--- config.mk ---
export PLATFORM = sky130hd
export DESIGN_NAME = uart_tx_param_flat
export DESIGN_NICKNAME = d
export VERILOG_FILES = /design/src/rtl/uart_tx_param_if.sv /design/src/rtl/uart_tx_param.sv /design/src/flat_wrapper.sv
export SDC_FILE = /design/constraint.sdc
export NUM_CORES = 1
export LEC_CHECK = 0
export BUFFER_PORTS_ARGS = -buffer_cell sky130_fd_sc_hd__clkbuf_2
export CAP_MARGIN = 0
export CORE_ASPECT_RATIO = 0.75
export CORE_MARGIN = 2
export CORE_UTILIZATION = 45
export CTS_CLUSTER_SIZE = 25
export DETAILED_ROUTE_END_ITERATION = 8
export GPL_ROUTABILITY_DRIVEN = 0
export HOLD_SLACK_MARGIN = 0.1
export PLACE_DENSITY = 0.72
export SYNTH_ARGS = -nofsm -noshare
export SYNTH_HDL_FRONTEND = slang
export SYNTH_SLANG_ARGS = --single-unit
--- constraint.sdc ---
create_clock -name sysclk -period 1.8 [get_ports sysclk]
set_input_delay 0.36 -clock sysclk [delete_from_list [all_inputs] [get_ports sysclk]]
set_output_delay 0.36 -clock sysclk [all_outputs]
set_load 0.01 [all_outputs]
--- src/rtl/uart_tx_param_if.sv ---
// Producer-side handshake for uart_tx_param: a DATA_BITS word qualified by valid/ready.
// The producer drives through the master modport and the transmitter through the slave modport.
interface uart_tx_param_if #(
    parameter int unsigned DATA_BITS = 8
);
    logic [DATA_BITS-1:0] data_in;
    logic                 data_in_valid;
    logic                 data_in_ready;

    modport master (
        output data_in,
        output data_in_valid,
        input  data_in_ready
    );

    modport slave (
        input  data_in,
        input  data_in_valid,
        output data_in_ready
    );
endinterface

--- src/rtl/uart_tx_param.sv ---
// Parametrised UART transmitter: start, DATA_BITS LSB-first, optional parity, 1-2 stop bits.
// Optional line break generation is enabled by defining UART_TX_BREAK_EN (adds send_break).
module uart_tx_param #(
    parameter int unsigned CLOCK_FREQ = 125000000,
    parameter int unsigned BAUD_RATE  = 115200,
    parameter int unsigned DATA_BITS  = 8,
    parameter int unsigned PARITY     = 0,
    parameter int unsigned STOP_BITS  = 1
) (
    input  logic                  sysclk,
    input  logic                  rst,
    uart_tx_param_if.slave        in_if,
`ifdef UART_TX_BREAK_EN
    input  logic                  send_break,
`endif
    output logic                  busy,
    output logic                  serial_out
);

    localparam int unsigned CyclesPerBit = (BAUD_RATE == 0) ? 0 : CLOCK_FREQ / BAUD_RATE;
    localparam int unsigned CntW         = (CyclesPerBit > 2) ? $clog2(CyclesPerBit) : 1;

    if (DATA_BITS < 5 || DATA_BITS > 9 || PARITY > 2 || (STOP_BITS != 1 && STOP_BITS != 2) ||
        CyclesPerBit < 2) begin : g_param_check
        $error("uart_tx_param: illegal parameter combination");
    end

    typedef enum logic [2:0] {
        StIdle,
        StStart,
        StData,
        StParity,
        StStop
    } state_e;

    state_e               state_q, state_d;
    logic [CntW-1:0]      cnt_q, cnt_d;
    logic [3:0]           idx_q, idx_d;
    logic [DATA_BITS-1:0] shift_q, shift_d;
    logic                 par_q, par_d;
    logic                 bit_done;
    logic                 break_hold;
    logic                 accept;

`ifdef UART_TX_BREAK_EN
    // brk_q stays set from break assertion until the mark-after-break bit time has elapsed.
    logic                 brk_q, brk_d;
    assign break_hold = send_break | brk_q;
`else
    assign break_hold = 1'b0;
`endif

    assign bit_done            = (cnt_q == CntW'(CyclesPerBit - 1));
    assign in_if.data_in_ready = (state_q == StIdle) && !break_hold;
    assign accept              = in_if.data_in_valid && in_if.data_in_ready;
    assign busy                = (state_q != StIdle);

    always_ff @(posedge sysclk or posedge rst) begin
        if (rst) begin
            state_q <= StIdle;
            cnt_q   <= '0;
            idx_q   <= '0;
            shift_q <= '0;
            par_q   <= 1'b0;
`ifdef UART_TX_BREAK_EN
            brk_q   <= 1'b0;
`endif
        end else begin
            state_q <= state_d;
            cnt_q   <= cnt_d;
            idx_q   <= idx_d;
            shift_q <= shift_d;
            par_q   <= par_d;
`ifdef UART_TX_BREAK_EN
            brk_q   <= brk_d;
`endif
        end
    end

    always_comb begin
        state_d = state_q;
        cnt_d   = bit_done ? '0 : cnt_q + CntW'(1);
        idx_d   = idx_q;
        shift_d = shift_q;
        par_d   = par_q;
`ifdef UART_TX_BREAK_EN
        brk_d   = brk_q;
`endif
        case (state_q)
            StIdle: begin
                cnt_d = '0;
`ifdef UART_TX_BREAK_EN
                if (send_break) begin
                    brk_d = 1'b1;
                end else if (brk_q) begin
                    if (bit_done) begin
                        brk_d = 1'b0;
                    end else begin
                        cnt_d = cnt_q + CntW'(1);
                    end
                end
`endif
                if (accept) begin
                    state_d = StStart;
                    shift_d = in_if.data_in;
                    // Even parity is the XOR of the word; odd parity is its inverse.
                    par_d   = (^in_if.data_in) ^ (PARITY == 1);
                    idx_d   = '0;
                end
            end
            StStart: begin
                if (bit_done) begin
                    state_d = StData;
                    idx_d   = '0;
                end
            end
            StData: begin
                if (bit_done) begin
                    shift_d = shift_q >> 1;
                    if (idx_q == 4'(DATA_BITS - 1)) begin
                        state_d = (PARITY != 0) ? StParity : StStop;
                        idx_d   = '0;
                    end else begin
                        idx_d = idx_q + 4'd1;
                    end
                end
            end
            StParity: begin
                if (bit_done) begin
                    state_d = StStop;
                    idx_d   = '0;
                end
            end
            StStop: begin
                if (bit_done) begin
                    if (idx_q == 4'(STOP_BITS - 1)) begin
                        state_d = StIdle;
                        idx_d   = '0;
                    end else begin
                        idx_d = idx_q + 4'd1;
                    end
                end
            end
            default: begin
                state_d = StIdle;
                cnt_d   = '0;
                idx_d   = '0;
            end
        endcase
    end

    always_comb begin
        serial_out = 1'b1;
        case (state_q)
`ifdef UART_TX_BREAK_EN
            StIdle:   serial_out = ~send_break;
`else
            StIdle:   serial_out = 1'b1;
`endif
            StStart:  serial_out = 1'b0;
            StData:   serial_out = shift_q[0];
            StParity: serial_out = par_q;
            StStop:   serial_out = 1'b1;
            default:  serial_out = 1'b1;
        endcase
    end

endmodule

--- src/flat_wrapper.sv ---
// flat-port wrapper written by rule: the top's interface ports become plain ports
module uart_tx_param_flat 
#(
    parameter int unsigned CLOCK_FREQ = 125000000,
    parameter int unsigned BAUD_RATE  = 115200,
    parameter int unsigned DATA_BITS  = 8,
    parameter int unsigned PARITY     = 0,
    parameter int unsigned STOP_BITS  = 1
)
  (sysclk, rst, busy, serial_out, in_if_data_in, in_if_data_in_valid, in_if_data_in_ready);
  uart_tx_param_if #(.DATA_BITS(DATA_BITS)) in_if_i ();
  input  logic sysclk;
  input  logic rst;
  output logic busy;
  output logic serial_out;
  input wire logic [$bits(in_if_i.data_in)-1:0] in_if_data_in;
  input wire logic [$bits(in_if_i.data_in_valid)-1:0] in_if_data_in_valid;
  output wire logic [$bits(in_if_i.data_in_ready)-1:0] in_if_data_in_ready;
  assign in_if_i.data_in = in_if_data_in;
  assign in_if_i.data_in_valid = in_if_data_in_valid;
  assign in_if_data_in_ready = in_if_i.data_in_ready;
  uart_tx_param #(.CLOCK_FREQ(CLOCK_FREQ), .BAUD_RATE(BAUD_RATE), .DATA_BITS(DATA_BITS), .PARITY(PARITY), .STOP_BITS(STOP_BITS)) u_core (.sysclk(sysclk), .rst(rst), .in_if(in_if_i), .busy(busy), .serial_out(serial_out));
endmodule
==> impl_metrics.toml <==
[status]
status = "complete, no violations"

[critical_path]
crit_path_cell_trace = "buf_4 -> nor3_4 -> buf_4 -> inv_1 -> clkbuf_2"
crit_path_top_delay_cell = "dfrtp_2"
path_common_cell = "buf_4"
reg2regPathDepth = 4
slowest_delay_ns = 0.45
crit_path_start_kind = "register"
worst-path-max-fanout = 6
cp_top_family = "buffers and inverters"
cp-end-kind = "output pin"
worstSetupPathType = "reg2out"
arrival_ns = 1.40
critical_path_buf_inv_count = 4
critPathRequiredTime_ns = 1.44
cp.depth = 5

[clocking]
worstSkewPairLatency_ns = 0.27
clkTransAtPathRegs_ns = 0.09
cts_tree = "yes"
h-tree-depth = 1
cts-root-buf = "clkbuf_8"
postCtsHoldBufs = 0
cts.sinks = 27
cts_buffers = 3
clock_path_buffers = 2

[pwr]
switching_power_w = 0.0005135
total_power_w = 0.001672
vdd_drop_max_mv = 0.6120
p_int_w = 0.001158
powerDensity_mw_per_mm2 = 843.0
clockPowerShare = 0.202
seqPwrFrac = 0.526
leakagePower_nw = 0.9261
combPwrFrac = 0.271
sw_frac_of_total = 0.3072

[logic_synthesis]
syn_inst = 157
synth-async-reset-ratio = 1.000
syn_area_mm2 = 0.001648
ys_ff_latch = 27
syn_avg_cell_area_um2 = 10.50
ys_types = 42
synth_edf_count = 0
synth_fp_nets = 172
ys_seq_area_frac = 0.4100
synthFlopType = "dfrtp_1"
yosys_warnings = 0

[worst_hold_path]
min_path_type = "in2async"

[sta]
period_needed_ns = 1.755
whs_ns = 0.1144
period_share = 0.9752
setup_violations = 0
finalHoldViolCount = 0
skew_ns = 0.003436
worst_slack_ns = 0.04473
drv_slew = 0
relSlewSlack = 0.7098
worst_pin_slew_ns = 0.4308
max_clock_freq_mhz = 569.7

[global_routing]
track_usage = 0.1723
grt_pass1_vias = 1243
grt_pass1_wl_um = 5602
grtUsageMet1 = 0.2503
grt_overflow = 0
globalRouteMet2Util = 0.2666
groute.layer.met3.usage = 0.03591
grt_max_degree = 28
antenna_found_initial = 0
busiest_layer = "met2"

[place]
hpwlAfterDp_um = 2474
pre_cts_ws_ns = 0.03195
port_buffers = 13

[floorplanning]
initial_core_util = 0.4590
die_y_um = 56.41
boundaryPins = 14
core_area_mm2 = 0.003590
die_area_mm2 = 0.004167
row_count = 19
fp.dieW_um = 73.88

[routing]
wl_um = 3278
antenna_left = 0
drt_first_iter_violations = 73
wire_per_inst_um = 13.72
viasPerCell = 5.163
first_pass_iters = 4
via_count = 1234
drc = 0

[cells_and_area]
drive_above_1_share = 0.3316
fin_nets = 203
insertedDiodeCount = 0
layout_common_cells = "dfrtp_1, nor2_1, buf_4, mux2_4, nand2_1"
final_common_cell = "dfrtp_1"
area_growth_pct = 20.35

[flow_run]
cap_violations = 0
==> worst reg2reg max path, delay by kind of cell, from the launching register on <==
| kind | cells | cell delay, ns |
|---|---|---|
| AO/OA/AOI/OAI | 1 | 0.30 |
| buffers and inverters | 1 | 0.14 |
| flip-flops | 1 | 0.44 |
| multiplexers | 1 | 0.34 |
| AND/OR/NAND/NOR | 1 | 0.42 |
==> repair_timing <==
action / in CTS / in global routing
pin swaps: 0 / 3
setup buffers: 0 / 5
gates resized for setup: 1 / 10
endpoints found under the setup margin: 1 / 14
==> cell families after synthesis <==
logic type,Yosys count,synth area share
AND/OR/NAND/NOR,60,0.1974
flip-flops,27,0.4100
AO/OA/AOI/OAI,19,0.09264
XOR/XNOR,16,0.08505
multiplexers,16,0.1397
buffers and inverters,15,0.04480
adder cells (fa/ha/maj),4,0.03037
==> power groups by stage <==
stage / clock network, W / registers (W) / logic [W]
floorplan: 0 / 0.000847 / 0.000338
global placement: 0 / 0.000869 / 0.000419
detailed placement: 0 / 0.000883 / 0.000443
CTS: 0.000350 / 0.000874 / 0.000446
global route: 0.000381 / 0.000903 / 0.000513
finish: 0.000338 / 0.000880 / 0.000454
==> cell usage after synthesis, drive strengths merged (2+ instances only) <==
cell type / n / area [um^2]
o21ai: 4 / 20.02
buf: 4 / 32.53
nand4: 6 / 43.79
nand2: 14 / 52.55
dfrtp: 27 / 675.7
nand3: 6 / 30.03
xnor2: 8 / 70.07
mux2: 14 / 210.2
and2: 3 / 18.77
nor2: 17 / 63.81
a21oi: 2 / 10.01
a31oi: 2 / 12.51
xor2: 8 / 70.07
ha: 4 / 50.05
and3: 2 / 12.51
inv: 10 / 37.54
mux2i: 2 / 20.02
o32a: 2 / 20.02
and4: 2 / 20.02
==> layout make-up <==
class | instances | area, um^2
clock buffers | 3 | 41.29
clock inverters | 1 | 5.005
well taps | 52 | 65.06
repair buffers | 31 | 216.5
fillers | 295 | 1607
inverters | 10 | 37.54
multi-input cells | 115 | 939.7
flip-flops and latches | 27 | 678.2
==> per-stage QoR <==
stage          std cells   TNS (ns)    util  instance area (um^2)
3_5_place_dp         230          0  0.5173                  1857
2_1_floorplan        157          0       -                  1653
3_3_place_gp         230          0  0.5173                  1857
5_1_grt              239  -0.009672  0.5525                  1983
4_1_cts              234          0  0.5302                  1903
6_report             239          0  0.5525                  1983
==> final timing paths <==
kind                                    from                end  slack (ns)
min in group sysclk         in_if_data_in[7]  u_core.shift_q[7]        0.37
max in group asynchronous                rst  u_core.state_q[0]        1.41
min                                      rst    u_core.cnt_q[0]        0.11
max                        u_core.state_q[1]               busy        0.04
max reg2reg                u_core.state_q[0]  u_core.shift_q[4]        0.05
min reg2reg                  u_core.cnt_q[0]    u_core.cnt_q[0]        0.48
==> registers in the layout, summed over array words and instances (netlist names) <==
register        count
u_core.cnt_q       11
u_core.idx_q        4
u_core.par_q        1
u_core.shift_q      8
u_core.state_q      3
==> metal layers <==
metal	vias to the layer above	share of wire
li1	606	-
met1	599	0.49
met2	29	0.48
met3	0	0.029
met4	0	0
met5	-	0
Note: power is estimated with default switching activity, not from simulation.
